## src/rtl/mem_stage.sv

```systemverilog
// MIPS MEM stage: turns EX/MEM load/store requests into req/ack data-bus accesses
// and forms the write-back triple for MEM/WB, stalling the pipeline while an access is in flight.
module mem_stage #(
   parameter int TIMEOUT = 16
) (
   input  logic        clk,
   input  logic        rst,
   input  logic [4:0]  mem_wd,
   input  logic        mem_wreg,
   input  logic [31:0] mem_wdata,
   input  logic [3:0]  mem_op,
   input  logic [31:0] mem_addr,
   input  logic [31:0] mem_sdata,
   output logic [4:0]  wb_wd,
   output logic        wb_wreg,
   output logic [31:0] wb_wdata,
   output logic        stallreq,
   output logic        dbus_req,
   output logic        dbus_we,
   output logic [31:0] dbus_addr,
   output logic [3:0]  dbus_sel,
   output logic [31:0] dbus_wdata,
   input  logic [31:0] dbus_rdata,
   input  logic        dbus_ack,
   output logic        exc_adel,
   output logic        exc_ades,
   output logic        bus_err
);

   localparam int CW = $clog2(TIMEOUT + 1);

   localparam logic [3:0] OP_LB  = 4'd1;
   localparam logic [3:0] OP_LBU = 4'd2;
   localparam logic [3:0] OP_LH  = 4'd3;
   localparam logic [3:0] OP_LHU = 4'd4;
   localparam logic [3:0] OP_LW  = 4'd5;
   localparam logic [3:0] OP_SB  = 4'd6;
   localparam logic [3:0] OP_SH  = 4'd7;
   localparam logic [3:0] OP_SW  = 4'd8;

   typedef enum logic [1:0] {S_IDLE, S_BUSY, S_DONE} state_t;

   state_t        state_reg, state_next;
   logic [CW-1:0] cnt_reg, cnt_next;
   logic [31:0]   rdata_reg, rdata_next;
   logic          abort_reg, abort_next;

   logic        is_load, is_store, is_byte, is_half, is_word, misaligned;
   logic [3:0]  sel;
   logic [31:0] store_data, load_data;
   logic [7:0]  lane_b;
   logic [15:0] lane_h;

   // Operation decode; undefined opcodes fall out as "no memory access".
   always_comb begin
      is_load  = (mem_op >= OP_LB) && (mem_op <= OP_LW);
      is_store = (mem_op >= OP_SB) && (mem_op <= OP_SW);
      is_byte  = (mem_op == OP_LB) || (mem_op == OP_LBU) || (mem_op == OP_SB);
      is_half  = (mem_op == OP_LH) || (mem_op == OP_LHU) || (mem_op == OP_SH);
      is_word  = (mem_op == OP_LW) || (mem_op == OP_SW);
      misaligned = (is_half && mem_addr[0]) || (is_word && (mem_addr[1:0] != 2'b00));

      sel        = 4'b0000;
      store_data = mem_sdata;
      if (is_byte) begin
         sel        = 4'b0001 << mem_addr[1:0];
         store_data = {4{mem_sdata[7:0]}};
      end else if (is_half) begin
         sel        = mem_addr[1] ? 4'b1100 : 4'b0011;
         store_data = {2{mem_sdata[15:0]}};
      end else if (is_word) begin
         sel        = 4'b1111;
      end

      case (mem_addr[1:0])
         2'd0:    lane_b = dbus_rdata[7:0];
         2'd1:    lane_b = dbus_rdata[15:8];
         2'd2:    lane_b = dbus_rdata[23:16];
         default: lane_b = dbus_rdata[31:24];
      endcase
      lane_h = mem_addr[1] ? dbus_rdata[31:16] : dbus_rdata[15:0];

      case (mem_op)
         OP_LB:   load_data = {{24{lane_b[7]}}, lane_b};
         OP_LBU:  load_data = {24'd0, lane_b};
         OP_LH:   load_data = {{16{lane_h[15]}}, lane_h};
         OP_LHU:  load_data = {16'd0, lane_h};
         default: load_data = dbus_rdata;
      endcase
   end

   always_ff @(posedge clk or negedge rst) begin
      if (!rst) begin
         state_reg <= S_IDLE;
         cnt_reg   <= '0;
         rdata_reg <= '0;
         abort_reg <= 1'b0;
      end else begin
         state_reg <= state_next;
         cnt_reg   <= cnt_next;
         rdata_reg <= rdata_next;
         abort_reg <= abort_next;
      end
   end

   always_comb begin
      state_next = state_reg;
      cnt_next   = cnt_reg;
      rdata_next = rdata_reg;
      abort_next = abort_reg;
      wb_wd      = 5'd0;
      wb_wreg    = 1'b0;
      wb_wdata   = 32'd0;
      stallreq   = 1'b0;
      dbus_req   = 1'b0;
      dbus_we    = 1'b0;
      dbus_addr  = 32'd0;
      dbus_sel   = 4'd0;
      dbus_wdata = 32'd0;
      exc_adel   = 1'b0;
      exc_ades   = 1'b0;
      bus_err    = 1'b0;

      // Outputs are forced low while reset is held, including the combinational passthrough.
      if (rst) begin
         case (state_reg)
            S_IDLE: begin
               if (!(is_load || is_store)) begin
                  wb_wd    = mem_wd;
                  wb_wreg  = mem_wreg;
                  wb_wdata = mem_wdata;
               end else if (misaligned) begin
                  exc_adel = is_load;
                  exc_ades = is_store;
               end else begin
                  stallreq   = 1'b1;
                  state_next = S_BUSY;
               end
            end
            S_BUSY: begin
               stallreq   = 1'b1;
               dbus_req   = 1'b1;
               dbus_we    = is_store;
               dbus_addr  = {mem_addr[31:2], 2'b00};
               dbus_sel   = sel;
               dbus_wdata = is_store ? store_data : 32'd0;
               cnt_next   = cnt_reg + 1'b1;
               // Ack takes priority over a timeout landing in the same cycle.
               if (dbus_ack) begin
                  if (is_load) rdata_next = load_data;
                  abort_next = 1'b0;
                  state_next = S_DONE;
               end else if (cnt_reg == CW'(TIMEOUT - 1)) begin
                  bus_err    = 1'b1;
                  abort_next = 1'b1;
                  state_next = S_DONE;
               end
            end
            S_DONE: begin
               wb_wd = mem_wd;
               if (is_load && !abort_reg) begin
                  wb_wreg  = mem_wreg;
                  wb_wdata = rdata_reg;
               end
               cnt_next   = '0;
               abort_next = 1'b0;
               state_next = S_IDLE;
            end
            default: state_next = S_IDLE;
         endcase
      end
   end

endmodule

```

## config.mk

```make
export PLATFORM = sky130hd
export DESIGN_NAME = mem_stage
export DESIGN_NICKNAME = d
export VERILOG_FILES = /design/src/rtl/mem_stage.sv
export SDC_FILE = /design/constraint.sdc
export NUM_CORES = 1
export LEC_CHECK = 0
export CAP_MARGIN = 5
export CORE_MARGIN = 2
export CORE_UTILIZATION = 25
export DETAILED_ROUTE_END_ITERATION = 8
export SLEW_MARGIN = 20
export SYNTH_ARGS = -nofsm -noshare
export SYNTH_HDL_FRONTEND = slang
export SYNTH_SLANG_ARGS = --single-unit
export TNS_END_PERCENT = 20
```

## constraint.sdc

```tcl
create_clock -name clk -period 2.5 [get_ports clk]
set_input_delay 0.375 -clock clk [delete_from_list [all_inputs] [get_ports clk]]
set_output_delay 0.375 -clock clk [all_outputs]
set_load 0.01 [all_outputs]
```

Yosys cells after proc, flatten, opt, wreduce, memory -nomap -nowiden. Cells that the tools add are included.

Bits in registers: 40. Output and inout port bits: 112.

Add/subtract/negate cells: 1. Order comparisons: 4. Equality and inequality tests: 16. Shift-type cells: 1. Mux-type cells: 56. Reduce and logical (&&, ||, !) cells: 21.

Operators with widths (count): 2-to-1 mux 32 bit (10); one-hot mux 32 bit (4 select lines) (1); one-hot mux 32 bit (2 select lines) (1); 2-to-1 mux 1 bit (24); 2-to-1 mux 4 bit (6); one-hot mux 8 bit (3 select lines) (1); one-hot mux 5 bit (2 select lines) (2); equality test 4 x 3 -> 1 bit, second input constant (4); 2-to-1 mux 16 bit (1); 2-to-1 mux 5 bit (2); equality test 4 x 2 -> 1 bit, second input constant (2); 2-to-1 mux 2 bit (4); AND reduction 4 bit (2); logical OR 1 bit (7); one-hot mux 1 bit (2 select lines) (3); adder 5 x 1 -> 5 bit, second input constant (1); equality test 5 x 4 -> 1 bit, second input constant (1); logical AND 1 bit (5); equality test 2 x 1 -> 1 bit, second input constant (2); equality test 2 bit, second input constant (2); equality test 4 x 1 -> 1 bit, second input constant (1); equality test 4 bit, second input constant (1); greater-or-equal comparator 4 x 1 -> 1 bit, second input constant (1); greater-or-equal comparator 4 x 3 -> 1 bit, second input constant (1); 11 further kinds (14).

Depth between registers and ports, before layout. Gate-level depths: netlist of run 1.

Depth in word-level cells: 9. Depth in mapped cells: 10.

Worst setup path after synthesis of run 1. OpenSTA, ideal clock, no wires.

Kind: input -> output. Start point: in mem_addr[0]. End point: out exc_adel. Data arrival time: 1810 ps. Data required time: 2125 ps. Setup slack: 315 ps. Stages: 6. Buffers on the path: 2. Cells stage by stage: buf_2 > buf_1 > inv_1 > o32ai_1 > a31oi_1 > nor4b_1.

Longest elaborated chain between the ends: 7.

RTL lines: start, declared (line 12) `input logic [31:0] mem_addr,`; nonzero test 2 bit (line 61) `misaligned = (is_half && mem_addr[0]) || (is_word && (mem_addr[1:0] != 2'b00));`; logical AND 1 bit (line 61); logical OR 1 bit (*) (line 61); 2-to-1 mux 1 bit (*) (line 132) `end else if (misaligned) begin`; 2-to-1 mux 1 bit (*) (line 128) `if (!(is_load || is_store)) begin`; 2-to-1 mux 1 bit (*) (line 126) `case (state_reg)`; 2-to-1 mux 1 bit (*) (line 125) `if (rst) begin`; end, declared (line 25) `output logic exc_adel,`.

Every way passes the cells marked *; elsewhere a longest branch is shown, timed or not.

Worst setup path in the final report of run 1.
Start point: in mem_addr[1]. End point: out dbus_sel[3].

Longest elaborated chain between the ends: 5.

RTL lines: 2-to-1 mux 4 bit (line 69) `sel = mem_addr[1] ? 4'b1100 : 4'b0011;`; 2-to-1 mux 4 bit (line 68) `end else if (is_half) begin`; 2-to-1 mux 4 bit (*) (line 65) `if (is_byte) begin`; 2-to-1 mux 4 bit (*) (line 126); 2-to-1 mux 4 bit (*) (line 125); end, declared (line 21) `output logic [3:0] dbus_sel,`.

Marked as above.

==> results of run 1 <==
## what timing repair did
action                     CTS  global route
resized for setup          219            29
pin swaps                    5             6
cloned                       1             0
setup buffers                8             5
hold endpoints to repair     0             0
setup endpoints to repair   95            55
## layout by cell type (no fill, tap or decap), drive strengths merged, types with 5 or more instances in the layout
master / n
inv: 18
and3: 32
o31ai: 11
a21oi: 27
a211oi: 12
clkbuf: 10
o32ai: 9
o21ai: 26
clkdlybuf4s50: 165
dlygate4sd2: 21
mux2i: 17
nand2b: 6
nand2: 43
a22oi: 32
o22ai: 10
dfrtp: 40
nor2: 51
nor3: 5
ha: 5
clkdlybuf4s15: 25
mux4: 8
buf: 97
and2: 11
a221o: 16
## per-layer routing
layer  routed length, µm  vias up
li1                    -     2291
met1                6790     2266
met2                8480      218
met3                1170       23
met4                 423        0
met5                   0        -
## cells in the mapped netlist (3+ instances only)
cell,n
o32ai_1,9
mux2i_1,17
ha_1,5
nand2_1,43
and3_1,32
dfrtp_1,40
a221o_1,16
inv_1,18
nand3_1,3
a21oi_1,23
and2_1,10
o22ai_1,10
mux4_2,8
o31ai_1,11
nor3_1,5
a211oi_1,11
clkbuf_1,18
a22oi_1,32
buf_4,6
o21ai_1,3
buf_2,15
nor3b_1,3
nor2_1,51
nand2b_1,5
o21ai_0,21
buf_6,3
## worst reg2reg max path: cells and delay by family, from the launching register on
family          cells  cell delay [ns]
compound gates      2             0.88
flops               1             0.38
buf+inv             2             0.32
simple gates        2             0.32
fa+ha+maj           1             0.17
## per-stage QoR
stage          utilization (%)  setup WS (ns)  hold slack [ns]
3_3_place_gp              45.2         -0.600            0.394
5_1_grt                   46.2        -0.0450           0.0951
6_report                  46.2         0.0548           0.0947
4_1_cts                   46.5        -0.0856           0.0825
3_5_place_dp              45.2         -0.679            0.384
2_1_floorplan                -          0.315           0.0794
## logic make-up (layout without fill, tap and decap cells)
| family | count (synthesis) | in the layout | share of synthesized area, % |
|---|---|---|---|
| AO/OA/AOI/OAI | 158 | 158 | 30.6 |
| XOR/XNOR | 1 | 1 | 0.231 |
| adder cells (fa/ha/maj) | 5 | 5 | 1.65 |
| buffers and inverters | 64 | 343 | 8.76 |
| flip-flops | 40 | 40 | 26.3 |
| multiplexers | 27 | 27 | 9.81 |
| other | 1 | 2 | 0.0987 |
| AND/OR/NAND/NOR | 167 | 167 | 22.5 |
## layout make-up
type / instances / share of cell area (%)
inverters: 19 / 1.21
repair buffers: 316 / 42.3
multi-input cells: 360 / 36.7
well taps: 188 / 3.38
clock inverters: 3 / 0.270
flip-flops and latches: 40 / 14.4
clock buffers: 5 / 1.80
## final timing paths
| kind | cells after the start | to | startpoint | slack (ns) |
|---|---|---|---|---|
| worst max-delay path | 7 | dbus_sel[3] | mem_addr[1] | 0.05 |
| worst min-delay path | 2 | cnt_reg[4]$_DFFE_PN0P_ | rst | 0.09 |
| worst max register to register | 7 | rdata_reg[16]$_DFFE_PN0P_ | state_reg[1]$_DFFE_PN0P_ | 0.36 |
| worst min register to register | 2 | cnt_reg[4]$_DFFE_PN0P_ | cnt_reg[4]$_DFFE_PN0P_ | 0.48 |
| max in group asynchronous | 3 | state_reg[0]$_DFFE_PN0P_ | rst | 1.93 |
| min in group clk | 2 | cnt_reg[4]$_DFFE_PN0P_ | cnt_reg[4]$_DFFE_PN0P_ | 0.48 |
## where the power goes
| group | total (mW) | switching, mW | internal (mW) | leakage, nW |
|---|---|---|---|---|
| registers | 1.14 | 0.205 | 0.934 | 0.517 |
| logic | 2.05 | 0.971 | 1.08 | 2.51 |
| clock network | 0.632 | 0.264 | 0.368 | 0.0736 |
| total | 3.82 | 1.44 | 2.38 | 3.10 |
==> flow_summary.json, run 1 <==
{
  "status": "completed",
  "met3_usage_pct": 4.27,
  "vias": 4798,
  "crit_path_start_kind": "input port",
  "vias_per_cell": 5.15,
  "finalInstanceArea_mm2": 0.00695,
  "yosysSeqAreaShare_pct": 26.3,
  "die_h_um": 127,
  "maxCapViolations": 0,
  "path_clk_slew_ns": 0.06,
  "slowest_delay_ns": 0.51,
  "worstPathArrival_ns": 2.07,
  "final_layout_size_suffix_gt1_share_pct": 22.2,
  "leakage_nw": 3.10,
  "routed_wl_um": 16900,
  "avgSynthCellArea_um2": 8.21,
  "place_area_mm2": 0.00679,
  "cts_hold_buf": 0,
  "root_buffer": "clkbuf_16",
  "multi_input_area_mm2": 0.00255,
  "insertion_delay_ns": 0.28,
  "max_freq_ghz": 0.409,
  "met1_usage_pct": 23.9,
  "p_total_mw": 3.82,
  "synth_top_area_share_pct": 26.3,
  "antenna_found_initial": 0,
  "critPathCaptureType": "output pin",
  "grt_max_degree": 41,
  "place_inst": 910,
  "htree_levels": 2,
  "synth_cell_type_count": 60,
  "path_delay_family": "buffers and inverters",
  "grt-busiest-layer": "met2",
  "synth_area_leader_cell": "dfrtp_1",
  "critPathKind": "input port to output pin",
  "grt_pass1_wl_um": 25900,
  "largest_reg_flops": 32,
  "rows": 45,
  "crit_fanout": 6,
  "grt_pass1_vias": 4853,
  "synth_warnings": 0,
  "syn_area_mm2": 0.00380,
  "ant_nets": 0,
  "drv_slew": 0,
  "start_util_pct": 25.3,
  "min_period_ns": 2.45,
  "cts_buffer_depth": 2,
  "rsz0062_at_grt": "true",
  "path_cells": "clkdlybuf4s50_1, buf_4, nor2b_1, o21ai_2, o21ai_0, a211oi_1, dlygate4sd2_1",
  "cpMaxStageDelayCell": "clkdlybuf4s50_1",
  "slew_headroom_pct": 46.7,
  "ys_ff_latch": 40,
  "cts_buffers": 5,
  "core_mm2": 0.0150,
  "cp_num_buf_inv": 3,
  "synthCells": 463,
  "synth-async-reset-ratio_pct": 100,
  "drt_first_iter_violations": 301,
  "hpwl_um": 13200,
  "n_antenna_cell": 0,
  "skew_ns": 0.00656,
  "routabilityCongestion": 0.898,
  "wl_per_cell_um": 18.1,
  "synth_edf_count": 0,
  "cts_tree": "built",
  "max_slew.worst_pin.slew_ns": 0.794,
  "fin_tns_setup_ns": 0,
  "gr-total-overflow": 0,
  "nets": 888,
  "drc": 0,
  "grt_util_all_layers_pct": 20.1,
  "firstDrtPassIters": 5,
  "area_growth_pct": 82.9,
  "min_path_type": "input port to async pin",
  "worstPathRequired_ns": 2.12,
  "ir_drop_mv": 0.321,
  "synthTopCellsByArea": "dfrtp_1 26%, a22oi_1 6.3%, and3_1 5.3%, nor2_1 5.0%, mux4_2 4.7%",
  "numPortBuffers": 250,
  "hold_viol_final": 0,
  "report.final.setup_viol": 0,
  "p_per_area_mw_per_mm2": 549,
  "fill_cells": 1440,
  "cts_sinks": 40,
  "die_w_um": 127,
  "use_met2_pct": 36.3,
  "fp.dieArea_mm2": 0.0162,
  "finalCritPeriodShare_pct": 97.8,
  "ff_latch_area_mm2": 0.00100,
  "io-pin-count": 253,
  "synth_flop_cell": "dfrtp_1",
  "stdcell_count": 931
}
Power figures use the tool's default switching activity.
==> run 2, diff against run 1 <==
Settings changed: TNS_END_PERCENT 20 to 100.
Clock period 2.5 ns to 2.55 ns, I/O delays scaled along.
==> run 2 against run 1 <==
Combinational power barely moved. Critical endpoint is now wb_wdata[10]. Critical path type unchanged. Sequential cell count did not move. Final cell count shrank 0.86%. Via count down 0.92%. Sequential share of layout area is essentially flat.
==> flow_summary.json, run 2 (synthesized netlist as in run 1, its figures left out) <==
{
  "crit_path_start_kind": "input port",
  "final_common_cell": "clkdlybuf4s50_1",
  "ant_nets": 0,
  "finalCritPeriodShare_pct": 97.8,
  "slew_headroom_pct": 46.2,
  "cts_buffer_depth": 2,
  "crit_fanout": 12,
  "skew_ns": 0.00499,
  "die_h_um": 127,
  "min_path_type": "input port to async pin",
  "max_freq_ghz": 0.401,
  "grt-busiest-layer": "met2",
  "status": "completed",
  "fill_cells": 1477,
  "worstPathRequired_ns": 2.17,
  "min_period_ns": 2.49,
  "drc": 0,
  "place_area_mm2": 0.00679,
  "vias_per_cell": 5.15,
  "area_growth_pct": 82.4,
  "hpwl_um": 13200,
  "rows": 45,
  "critPathKind": "input port to output pin",
  "start_util_pct": 25.3,
  "largest_reg_flops": 32,
  "maxCapViolations": 0,
  "critPathCaptureType": "output pin",
  "drv_slew": 0,
  "met1_usage_pct": 24.2,
  "dp_slack_ns": -0.593,
  "use_met2_pct": 35.6,
  "drt_first_iter_violations": 326,
  "worstPathArrival_ns": 2.11,
  "root_buffer": "clkbuf_16",
  "p_per_area_mw_per_mm2": 545,
  "die_w_um": 127,
  "antenna_found_initial": 0,
  "nets": 880,
  "finalInstanceArea_mm2": 0.00693,
  "cts_buffers": 5,
  "insertion_delay_ns": 0.28,
  "ir_drop_mv": 0.334,
  "htree_levels": 2,
  "grt_pass1_wl_um": 26200,
  "final_cell_mix": "166 x clkdlybuf4s50_1, 50 x nor2_1, 45 x buf_4",
  "grt_util_all_layers_pct": 20.3,
  "met3_usage_pct": 4.36,
  "final_layout_size_suffix_gt1_share_pct": 18.4,
  "core_mm2": 0.0150,
  "n_antenna_cell": 0,
  "report.final.setup_viol": 0,
  "wl_per_cell_um": 18.3,
  "hold_viol_final": 0,
  "firstDrtPassIters": 4,
  "fp.dieArea_mm2": 0.0162,
  "io-pin-count": 253,
  "gr-total-overflow": 0,
  "fin_tns_setup_ns": 0,
  "grt_max_degree": 41,
  "cts_tree": "built",
  "cts_sinks": 40,
  "vias": 4754,
  "stdcell_count": 923,
  "max_slew.worst_pin.slew_ns": 0.802,
  "routed_wl_um": 16900,
  "numPortBuffers": 250,
  "leakage_nw": 3.13,
  "grt_pass1_vias": 4865,
  "setup_ws_ns": 0.0562,
  "path_clk_slew_ns": 0.06,
  "routabilityCongestion": 0.898,
  "place_inst": 910
}
==> run 2: cell count changes in the layout (fill, tap and decap cells not counted), moves of 2 or more <==
cell,change
dlygate4sd2_1,+23
clkdlybuf4s15_2,-13
buf_2,-12
buf_4,-9
clkbuf_2,+2
==> run 2: timing repair <==
item                       CTS  global route
hold buffers                 0             0
gates resized for setup    147            41
setup endpoints to repair   95            59
cloned                       2             0
setup buffers                3             0
pin swaps                    1             8
==> run 2: worst paths after layout <==
kind	startpoint	end	slack, ns	cells past startpoint
max in group asynchronous	rst	state_reg[0]$_DFFE_PN0P_	1.96	3
min in group clk	rdata_reg[2]$_DFFE_PN0P_	rdata_reg[2]$_DFFE_PN0P_	0.48	2
worst max-delay path	mem_op[0]	wb_wdata[10]	0.06	9
worst min register to register	rdata_reg[2]$_DFFE_PN0P_	rdata_reg[2]$_DFFE_PN0P_	0.48	2
worst max register to register	state_reg[1]$_DFFE_PN0P_	rdata_reg[20]$_DFFE_PN0P_	0.42	7
worst min-delay path	rst	cnt_reg[2]$_DFFE_PN0P_	0.11	2
==> run 2: metrics by stage <==
| stage | total power, mW | hold WS [ns] | utilization [%] |
|---|---|---|---|
| after CTS | 3.82 | 0.101 | 46.6 |
| after detailed placement | 3.10 | 0.395 | 45.2 |
| final | 3.78 | 0.107 | 46.1 |
| after global routing | 4.05 | 0.117 | 46.1 |
| after floorplan | 2.09 | 0.0869 | - |
| after global placement | 3.04 | 0.401 | 45.2 |
==> run 2: worst max-delay path, cell delays in order <==
cell and delay [ns]:
clkdlybuf4s15_2 0.22, or4_4 0.55, a21oi_4 0.19, buf_6 0.14, buf_6 0.11, buf_16 0.12
a22oi_1 0.08, nor2_1 0.09, clkdlybuf4s15_2 0.23
==> run 2: layout make-up <==
cell class / instances / area, µm² / area share [%]
Timing Repair Buffer: 308 / 2910 / 42.0
Multi-Input combinational cell: 360 / 2560 / 36.9
Sequential cell: 40 / 1000 / 14.4
Tap cell: 188 / 235 / 3.39
Clock buffer: 5 / 125 / 1.81
Inverter: 19 / 83.8 / 1.21
Clock inverter: 3 / 18.8 / 0.271
==> run 2: routing by layer <==
metal  vias up  part of all wire (%)
met5         -                     0
met4         0                   3.6
met3        33                   7.0
met2       211                    49
met1      2233                    41
li1       2277                     -
==> run 2: where the power goes <==
group	switching (mW)	leakage [nW]	internal, mW	total (mW)
clock network	0.266	0.0736	0.361	0.627
registers	0.206	0.517	0.916	1.12
logic	0.958	2.54	1.07	2.03
==> run 3, diff against run 2 <==
Settings changed: MAX_ROUTING_LAYER from default to met4.
Clock period 2.55 ns to 2.4 ns, I/O delays scaled along.
==> run 3 against run 2 <==
Count of clock-buffer cells in the layout unchanged. Setup slack worse by 0.0056 ns. Via count is 0.19% lower. First-iteration DRC count up 8.9%. Design area is 0.76% lower. Sequential cell count stayed put. Final cell count is 0.87% higher. Clock skew grew 0.0035 ns. Routed wire length is 0.35% higher. Sequential share of layout area increased by 0.11 points. Critical path type unchanged. Critical endpoint is now wb_wdata[15]. Largest cell class unchanged.
==> flow_summary.json, run 3 (synthesized netlist as in run 1, its figures left out) <==
{
  "grt_util_all_layers_pct": 20.4,
  "finalCritPeriodShare_pct": 97.9,
  "antenna_found_initial": 0,
  "hpwl_um": 13000,
  "r2r-start": "state_reg[1]$_DFFE_PN0P_",
  "clkPwrFrac_pct": 16.7,
  "gr-total-overflow": 0,
  "n_antenna_cell": 0,
  "drt_first_iter_violations": 355,
  "insertion_delay_ns": 0.28,
  "p_sw_mw": 1.50,
  "max_slew.worst_pin.slew_ns": 0.812,
  "grt_pass1_wl_um": 25400,
  "final_layout_size_suffix_gt1_share_pct": 23.7,
  "ant_nets": 0,
  "htree_levels": 2,
  "largest_reg_flops": 32,
  "skew_ns": 0.00851,
  "finalInstanceArea_mm2": 0.00688,
  "cts_buffer_depth": 2,
  "rows": 45,
  "min_period_ns": 2.35,
  "cts_buffers": 5,
  "numPortBuffers": 250,
  "nets": 888,
  "drv_slew": 0,
  "leakage_nw": 3.09,
  "maxCapViolations": 0,
  "hold_viol_final": 0,
  "fin_tns_setup_ns": 0,
  "place_inst": 913,
  "grt_max_degree": 45,
  "root_buffer": "clkbuf_16",
  "rrSetupSlack_ns": 0.31,
  "core_mm2": 0.0150,
  "start_util_pct": 25.3,
  "final_common_cell": "clkdlybuf4s50_1",
  "final_cell_mix": "163 x clkdlybuf4s50_1, 50 x nor2_1, 49 x buf_4",
  "path_clk_slew_ns": 0.06,
  "crit_path_start_kind": "input port",
  "reg2reg_depth": 7,
  "stdcell_count": 931,
  "setup_ws_ns": 0.0506,
  "worstPathArrival_ns": 1.99,
  "crit_fanout": 8,
  "vias_per_cell": 5.10,
  "timing.rr.end": "rdata_reg[30]$_DFFE_PN0P_",
  "area_growth_pct": 81.0,
  "die_w_um": 127,
  "status": "completed",
  "routed_wl_um": 17000,
  "fill_cells": 1458,
  "io-pin-count": 253,
  "p_total_mw": 3.96,
  "p_seq_share_pct": 30.0,
  "worstPathRequired_ns": 2.04,
  "routabilityCongestion": 0.905,
  "dp_slack_ns": -0.689,
  "cts_hold_buf": 0,
  "slew_headroom_pct": 45.5,
  "min_path_type": "input port to async pin",
  "critPathKind": "input port to output pin",
  "max_freq_ghz": 0.426,
  "cts_tree": "built",
  "p_sw_share_pct": 37.9,
  "ir_drop_mv": 0.335,
  "cts_sinks": 40,
  "vias": 4745,
  "die_h_um": 127,
  "critPathCaptureType": "output pin",
  "fp.dieArea_mm2": 0.0162,
  "wl_per_cell_um": 18.2,
  "p_int_mw": 2.46,
  "comb_power_share_pct": 53.3,
  "p_per_area_mw_per_mm2": 576,
  "place_area_mm2": 0.00683,
  "drc": 0,
  "firstDrtPassIters": 4,
  "report.final.setup_viol": 0,
  "grt_pass1_vias": 4842
}
-- run 3: how the worst max path moves through the flow --
| stage | startpoint | to | slack, ns |
|---|---|---|---|
| 2_1_floorplan | mem_addr[0] | exc_adel | 0.24 |
| 3_3_place_gp | mem_op[1] | dbus_wdata[11] | -0.67 |
| 3_5_place_dp | mem_op[1] | wb_wd[1] | -0.69 |
| 4_1_cts | mem_op[2] | dbus_wdata[9] | -0.009 |
| 5_1_grt | state_reg[0]$_DFFE_PN0P_ | wb_wdata[4] | -0.0006 |
| 6_report | mem_op[1] | wb_wdata[15] | 0.05 |
-- run 3: timing repair --
| item | in CTS | in global routing |
|---|---|---|
| buffers inserted | 7 | 0 |
| cloned | 1 | 4 |
| endpoints found under the setup margin | 95 | 86 |
| resized for setup | 229 | 53 |
| pin swaps | 5 | 6 |
-- run 3: routing by layer --
metal  track usage [%]  vias to the layer above  share of wire [%]
met1              24.6                     2201                 42
met3              2.39                       26                6.1
met4              5.88                        0                2.4
met5                 -                        -                  0
met2              35.8                      226                 50
li1                  -                     2292                  -
-- run 3: area by class of cell --
cell class	count	area, µm²	share of cell area, %
Clock buffer	5	125	1.82
Clock inverter	3	18.8	0.273
Inverter	19	83.8	1.22
Multi-Input combinational cell	360	2540	37.0
Sequential cell	40	1000	14.6
Tap cell	188	235	3.42
Timing Repair Buffer	314	2850	41.4
Timing Repair inverter	2	17.5	0.255
-- run 3: metrics by stage --
stage	hold slack (ns)	utilization [%]
after CTS	0.0852	46.1
after global routing	0.0913	45.7
after floorplan	0.0644	-
after global placement	0.386	45.4
final	0.0806	45.7
after detailed placement	0.388	45.4
-- run 3: power groups by stage --
stage	sequential, mW	clock, mW	combinational [mW]
after global placement	1.19	0	2.05
after detailed placement	1.20	0	2.10
final	1.19	0.661	2.11
after floorplan	1.11	0	1.11
after global routing	1.22	0.709	2.31
after CTS	1.19	0.673	2.14
-- run 3: critical path: stages --
cell           delay (ns)
buf_4                0.14
or4_4                0.56
a21oi_4              0.22
buf_12               0.13
buf_6                0.12
a22oi_1              0.08
nor2_1               0.08
dlygate4sd2_1        0.29
